==> src/rtl/subneg_pkg.sv <==
// Shared types and helpers for the SUBNEG/SUBLEQ one-instruction core.
package subneg_pkg;

    typedef enum logic [3:0] {
        IDLE,
        FETCH_A,
        FETCH_B,
        FETCH_C,
        LOAD_A,
        LOAD_B,
        EXE,
        WRITE,
        COMMIT
    } core_state_t;

    typedef enum logic [2:0] {
        PH_IDLE,
        PH_ADR,
        PH_LAT,
        PH_ACT,
        PH_END
    } bus_phase_t;

    localparam logic MODE_SUBNEG = 1'b0;
    localparam logic MODE_SUBLEQ = 1'b1;

    // Top word of the address space is the memory-mapped I/O port.
    function automatic logic [31:0] io_addr(input int unsigned dw);
        return (32'd1 << dw) - 32'd1;
    endfunction

endpackage

==> src/rtl/subneg_cpu_core_mem_bus_seq.sv <==
// Sequences one SRAM read or write through the external address latch.
module mem_bus_seq
    import subneg_pkg::*;
#(
    parameter int DW   = 8,
    parameter int WAIT = 1
) (
    input  logic          clk,
    input  logic          rst_n,
    input  logic          req,
    input  logic          we,
    input  logic [DW-1:0] addr,
    input  logic [DW-1:0] wdata,
    output logic          ack,
    output logic [DW-1:0] rdata,
    input  logic [DW-1:0] bus_in,
    output logic [DW-1:0] bus_out,
    output logic [DW-1:0] bus_oe,
    output logic          latch_le,
    output logic          mem_oe_n,
    output logic          mem_we_n
);

    localparam logic [3:0] WAIT_CNT = 4'(WAIT);

    bus_phase_t    phase_r;
    logic [3:0]    cnt_r;
    logic          we_r;
    logic [DW-1:0] wdata_r;

    // Ack is the END phase; a new request may start in that same cycle so accesses abut.
    assign ack = (phase_r == PH_END);

    // Bus phase sequencer with registered strobes and the wait-state counter.
    always_ff @(posedge clk) begin
        if (!rst_n) begin
            phase_r  <= PH_IDLE;
            cnt_r    <= 4'd0;
            we_r     <= 1'b0;
            wdata_r  <= {DW{1'b0}};
            rdata    <= {DW{1'b0}};
            bus_out  <= {DW{1'b0}};
            bus_oe   <= {DW{1'b1}};
            latch_le <= 1'b0;
            mem_oe_n <= 1'b1;
            mem_we_n <= 1'b1;
        end else begin
            case (phase_r)
                PH_IDLE, PH_END: begin
                    bus_oe <= {DW{1'b1}};
                    if (req) begin
                        phase_r  <= PH_ADR;
                        bus_out  <= addr;
                        latch_le <= 1'b1;
                        we_r     <= we;
                        wdata_r  <= wdata;
                    end else begin
                        phase_r  <= PH_IDLE;
                    end
                end
                PH_ADR: begin
                    phase_r  <= PH_LAT;
                    latch_le <= 1'b0;
                    if (we_r) begin
                        bus_out <= wdata_r;
                    end
                end
                PH_LAT: begin
                    phase_r <= PH_ACT;
                    cnt_r   <= WAIT_CNT;
                    if (we_r) begin
                        mem_we_n <= 1'b0;
                    end else begin
                        bus_oe   <= {DW{1'b0}};
                        mem_oe_n <= 1'b0;
                    end
                end
                PH_ACT: begin
                    if (cnt_r == 4'd0) begin
                        phase_r  <= PH_END;
                        mem_oe_n <= 1'b1;
                        mem_we_n <= 1'b1;
                        if (!we_r) begin
                            rdata <= bus_in;
                        end
                    end else begin
                        cnt_r <= cnt_r - 4'd1;
                    end
                end
                default: begin
                    phase_r  <= PH_IDLE;
                    latch_le <= 1'b0;
                    mem_oe_n <= 1'b1;
                    mem_we_n <= 1'b1;
                end
            endcase
        end
    end

endmodule

==> src/rtl/subneg_cpu_core.sv <==
// One-instruction (SUBNEG/SUBLEQ) core: fetch A,B,C, load operands, subtract, write back, branch.
module subneg_cpu_core
    import subneg_pkg::*;
#(
    parameter int DW        = 8,
    parameter int WAIT      = 1,
    parameter bit HALT_SELF = 1'b1
) (
    input  logic          clk,
    input  logic          rst_n,
    input  logic          ena,
    input  logic          mode,
    input  logic [DW-1:0] bus_in,
    output logic [DW-1:0] bus_out,
    output logic [DW-1:0] bus_oe,
    output logic          latch_le,
    output logic          mem_oe_n,
    output logic          mem_we_n,
    input  logic [DW-1:0] io_in,
    output logic [DW-1:0] io_out,
    output logic          io_stb,
    output logic          halted,
    output logic [DW-1:0] pc
);

    localparam logic [DW-1:0] IO_ADDR = DW'(io_addr(DW));
    localparam logic [DW-1:0] ONE     = DW'(1);
    localparam logic [DW-1:0] TWO     = DW'(2);
    localparam logic [DW-1:0] THREE   = DW'(3);

    core_state_t   state_r, state_nxt_s;
    logic [DW-1:0] addr_a_r, addr_b_r, addr_c_r, val_a_r, val_b_r;
    logic          mode_r;
    logic          seq_req_s, seq_we_s, seq_ack_s;
    logic [DW-1:0] seq_rdata_s, cur_addr_s, nxt_addr_s, rd_val_s, result_s, pc_next_s;
    logic          io_rd_s, step_done_s, taken_s, halt_s;

    function automatic logic [DW-1:0] state_addr(input core_state_t st, input logic [DW-1:0] pc_v,
                                                  input logic [DW-1:0] a, input logic [DW-1:0] b);
        case (st)
            FETCH_A: return pc_v;
            FETCH_B: return pc_v + ONE;
            FETCH_C: return pc_v + TWO;
            LOAD_A:  return a;
            LOAD_B:  return b;
            WRITE:   return b;
            default: return pc_v;
        endcase
    endfunction

    function automatic logic is_access(input core_state_t st);
        case (st)
            FETCH_A, FETCH_B, FETCH_C, LOAD_A, LOAD_B, WRITE: return 1'b1;
            default: return 1'b0;
        endcase
    endfunction

    // Next-state, datapath and bus-request decode; a request is issued on entry to an access state.
    always_comb begin
        cur_addr_s  = state_addr(state_r, pc, addr_a_r, addr_b_r);
        io_rd_s     = (cur_addr_s == IO_ADDR);
        rd_val_s    = io_rd_s ? io_in : seq_rdata_s;
        step_done_s = io_rd_s | seq_ack_s;
        result_s    = val_b_r - val_a_r;
        taken_s     = (mode_r == MODE_SUBLEQ) ? (val_a_r >= val_b_r) : (val_a_r > val_b_r);
        halt_s      = HALT_SELF && taken_s && (addr_c_r == pc);
        pc_next_s   = halt_s ? pc : (taken_s ? addr_c_r : pc + THREE);
        state_nxt_s = state_r;
        case (state_r)
            IDLE, COMMIT: begin
                if (ena && !halted) begin
                    state_nxt_s = FETCH_A;
                end else begin
                    state_nxt_s = IDLE;
                end
            end
            FETCH_A: if (step_done_s) state_nxt_s = FETCH_B; else state_nxt_s = FETCH_A;
            FETCH_B: if (step_done_s) state_nxt_s = FETCH_C; else state_nxt_s = FETCH_B;
            FETCH_C: if (step_done_s) state_nxt_s = LOAD_A;  else state_nxt_s = FETCH_C;
            LOAD_A:  if (step_done_s) state_nxt_s = LOAD_B;  else state_nxt_s = LOAD_A;
            LOAD_B:  if (step_done_s) state_nxt_s = EXE;     else state_nxt_s = LOAD_B;
            EXE: begin
                if (addr_b_r == IO_ADDR) begin
                    state_nxt_s = COMMIT;
                end else begin
                    state_nxt_s = WRITE;
                end
            end
            WRITE:   if (seq_ack_s) state_nxt_s = COMMIT; else state_nxt_s = WRITE;
            default: state_nxt_s = IDLE;
        endcase
        nxt_addr_s = state_addr(state_nxt_s, pc, addr_a_r, addr_b_r);
        seq_req_s  = (state_nxt_s != state_r) && is_access(state_nxt_s) && (nxt_addr_s != IO_ADDR);
        seq_we_s   = (state_nxt_s == WRITE);
    end

    // Core FSM: operand capture, I/O write, commit and halt.
    always_ff @(posedge clk) begin
        if (!rst_n) begin
            state_r  <= IDLE;
            mode_r   <= MODE_SUBNEG;
            addr_a_r <= {DW{1'b0}};
            addr_b_r <= {DW{1'b0}};
            addr_c_r <= {DW{1'b0}};
            val_a_r  <= {DW{1'b0}};
            val_b_r  <= {DW{1'b0}};
            pc       <= {DW{1'b0}};
            io_out   <= {DW{1'b0}};
            io_stb   <= 1'b0;
            halted   <= 1'b0;
        end else begin
            state_r <= state_nxt_s;
            io_stb  <= 1'b0;
            case (state_r)
                IDLE, COMMIT: if (state_nxt_s == FETCH_A) mode_r <= mode;
                FETCH_A:      if (step_done_s) addr_a_r <= rd_val_s;
                FETCH_B:      if (step_done_s) addr_b_r <= rd_val_s;
                FETCH_C:      if (step_done_s) addr_c_r <= rd_val_s;
                LOAD_A:       if (step_done_s) val_a_r <= rd_val_s;
                LOAD_B:       if (step_done_s) val_b_r <= rd_val_s;
                EXE: begin
                    if (addr_b_r == IO_ADDR) begin
                        io_out <= result_s;
                        io_stb <= 1'b1;
                        pc     <= pc_next_s;
                        if (halt_s) halted <= 1'b1;
                    end
                end
                WRITE: begin
                    if (seq_ack_s) begin
                        pc <= pc_next_s;
                        if (halt_s) halted <= 1'b1;
                    end
                end
                default: ;
            endcase
        end
    end

    mem_bus_seq #(
        .DW   (DW),
        .WAIT (WAIT)
    ) u_seq (
        .clk      (clk),
        .rst_n    (rst_n),
        .req      (seq_req_s),
        .we       (seq_we_s),
        .addr     (nxt_addr_s),
        .wdata    (result_s),
        .ack      (seq_ack_s),
        .rdata    (seq_rdata_s),
        .bus_in   (bus_in),
        .bus_out  (bus_out),
        .bus_oe   (bus_oe),
        .latch_le (latch_le),
        .mem_oe_n (mem_oe_n),
        .mem_we_n (mem_we_n)
    );

endmodule
==> config.mk <==
export PLATFORM = sky130hd
export DESIGN_NAME = subneg_cpu_core
export DESIGN_NICKNAME = d
export VERILOG_FILES = /design/src/rtl/subneg_pkg.sv /design/src/rtl/subneg_cpu_core_mem_bus_seq.sv /design/src/rtl/subneg_cpu_core.sv
export SDC_FILE = /design/constraint.sdc
export NUM_CORES = 1
export LEC_CHECK = 0
export CORE_MARGIN = 3
export CORE_UTILIZATION = 25
export DETAILED_ROUTE_END_ITERATION = 8
export GPL_ROUTABILITY_DRIVEN = 0
export PLACE_DENSITY = 0.48
export SETUP_SLACK_MARGIN = 0.2
export SYNTH_ARGS = -nofsm -noshare
export SYNTH_HDL_FRONTEND = slang
export SYNTH_SLANG_ARGS = --single-unit
==> constraint.sdc <==
create_clock -name clk -period 3.9 [get_ports clk]
set_input_delay 0.78 -clock clk [delete_from_list [all_inputs] [get_ports clk]]
set_output_delay 0.78 -clock clk [all_outputs]
set_load 0.005 [all_outputs]
==> out/summary.txt <==
hold-fix buffers at CTS - 0
number of synthesized register bits - 99
Clock Path Buffers - 2
critical path's largest stage delay - 560 ps
root buffer cell - clkbuf_16
first-pass GRT wire length - 32,400 um
worst relative slew slack - 0.531
fill cell total of the finished layout - 2,368
area grow syn2layout - 43.5%
final worst-path cycle share - 1.01
area share of the largest cell type after synthesis - 0.339
Mapped Cells - 717
crit start category - flip-flop
top cells by count, synth - 103 x nor2_1, 99 x dfxtp_1, 69 x a21oi_1, 43 x mux2i_1
Core ar. - 22,800 um2
Cell Rows - 55
failing checks - negative setup slack
Crit. End Element - flip-flop
layout cell share with drive strength beyond 1 - 0.264
Hold Crit Class - reg -> reg
Clock Latency Late Sink - 360 ps
WS Path Type - reg -> reg
final setup margin - -36.4 ps
Final min period - 3940 ps
Yosys warning count - 0
syn nets - 753
EDFF count, synth - 0
area leader, netlist - dfxtp_1
# setup viols final - 9
CTS Buf Count - 9
Final Hold Viols - 0
Synth Area per Inst - 8.14 um2
vias post-DR - 5,786
most common cell in the netlist - nor2_1
die area - 25,200 um2
GRT Total Usage - 0.160
H-tree levels - 3
Total Neg Setup Slack - -119 ps
Max VDD drop - 198 uV
largest net degree at the start of global routing - 63
Max Slew Vio Count - 0
via-per-instance ratio - 4.89
antenna cells - 0
DP HPWL - 14,600 um
GRT Residual Overflow - 0
Synth cell types - 75
FMAX - 254 MHz
number of max-cap violations - 0
Worst-path clk slew - 80 ps
CP Cell Sequence - or4b_4 > or4_1 > nand4_1 > o22a_1 > a21o_4 > mux2_4 > buf_12 > a21oi_4 > o32ai_2 > buf_4 > nor2_4 > o211ai_4 > o21ai_4 > buf_12 > buf_16 > nand3_2 > a31oi_1
Worst Tran Pin Value - 684 ps
outcome - finished, violations left
Starting Density - 0.256
CP max-delay cell - or4b_4
CTS tree - yes
Post-Syn Area - 5840 um2
Synth async-reset ratio - 0
peak fanout along the critical path - 7
num ports - 57
register area share after synthesis - 0.339
Clock Skew - 9.82 ps
Routed WL per cell - 17.0 um
Die X - 159 um
antenna violations before repair - 0
WHS - 462 ps
Critical Path AT - 4220 ps
unrepaired setup endpoints after global routing - true
Final ANT Viol Nets - 0
CP required - 4180 ps
1st-pass router iterations - 5
CP dominant cell by count - buf_12
Layout Nets - 902
Lkg Pwr - 3.04 nW
Die Y - 159 um
Main synth FF type - dfxtp_1
vias in the first global route - 5,690
Routed WL - 20,100 um
drt drc - 0
IO buf count - 56
top cells by area, synth - dfxtp_1 34%, mux2i_1 7.4%, nor2_1 6.6%
clk sinks - 99
Util after Layout - 0.368
pwr dens - 291 nW/um2
DR iter-0 viols - 314
-- power breakdown --
part           internal (W)  switching, W  total (W)
Clock              0.000510      0.000442   0.000952
Combinational      0.000233      0.000203   0.000436
Sequential          0.00103     0.0000207    0.00105
-- state kept, by name (all words and copies together) (netlist names), 3 cells and up --
| signal | flops |
|---|---|
| addr_a_r | 8 |
| addr_b_r | 8 |
| addr_c_r | 8 |
| io_out | 8 |
| pc | 8 |
| u_seq.bus_out | 8 |
| u_seq.rdata | 8 |
| u_seq.wdata_r | 8 |
| val_a_r | 8 |
| val_b_r | 8 |
| state_r | 4 |
| u_seq.cnt_r | 4 |
| u_seq.phase_r | 3 |
-- worst max-delay path: cells and delay by family, from the launching register on --
kind | cells | cell delay, ps
DFF | 1 | 330
muxes | 1 | 370
buffers and inverters | 4 | 580
and+or+nand+nor | 5 | 1310
AOI/OAI and AO/OA | 7 | 1250
-- per-stage QoR --
step           power, W  cells  worst slack, ps  instance area [um2]
6_report        0.00244   1184            -36.4                 8380
2_1_floorplan   0.00129    717              201                 5880
3_5_place_dp    0.00144   1146             -292                 7500
5_1_grt         0.00255   1184             -203                 8380
3_3_place_gp    0.00144   1146             -226                 7500
4_1_cts         0.00247   1179             9.02                 8140
-- layer usage --
metal  vias to the layer above  track usage  share of wire
met5                         -            0              0
met4                         0       0.0533          0.027
met3                        33       0.0308          0.052
met2                       155        0.254           0.45
met1                      2676        0.218           0.47
li1                       2922            -              -
-- final cells by class --
class                      instances  area (um2)  area share
inverter                          24        90.1      0.0108
clock inverter                     7        82.6     0.00986
tap                              313         392      0.0468
timing repair buffer             197        1750       0.209
sequential                        99        2000       0.239
clock buffer                       9         225      0.0269
multi-input combinational        535        3840       0.458
-- cells by family after synthesis --
logic type / after synthesis / synth area share
muxes: 45 / 0.0787
buffers and inverters: 83 / 0.0619
adders and majority gates: 16 / 0.0356
xor gates and xnor gates: 19 / 0.0285
DFF: 99 / 0.339
and+or+nand+nor: 252 / 0.213
AOI/OAI and AO/OA: 203 / 0.243
-- cells in the final DEF, fill, tap and decap left out, drive strengths merged, types with 18 or more instances in the layout --
cell and n:
buf 141, nor2 103, dfxtp 99, a21oi 69, clkdlybuf4s50 56, mux2i 44
nand2 37, inv 27, a311oi 24, o21ai 24, a211oi 18
-- worst paths after layout --
check | from | end | slack [ps] | cells after the start
worst max-delay path | state_r[2] | u_seq.bus_out[5] | -40 | 17
worst min-delay path | u_seq.mem_we_n | u_seq.mem_we_n | 460 | 2
worst max register to register | state_r[2] | u_seq.bus_out[5] | -40 | 17
worst min register to register | u_seq.mem_we_n | u_seq.mem_we_n | 460 | 2
-- what timing repair did --
| action | in CTS | in global routing |
|---|---|---|
| endpoints found under the hold margin | 0 | 0 |
| cloned | 1 | 0 |
| pin swaps | 21 | 17 |
| setup endpoints to repair | 19 | 19 |
| resized for setup | 35 | 41 |
| buffers inserted | 16 | 5 |
Note: power is estimated with default switching activity, not from simulation.
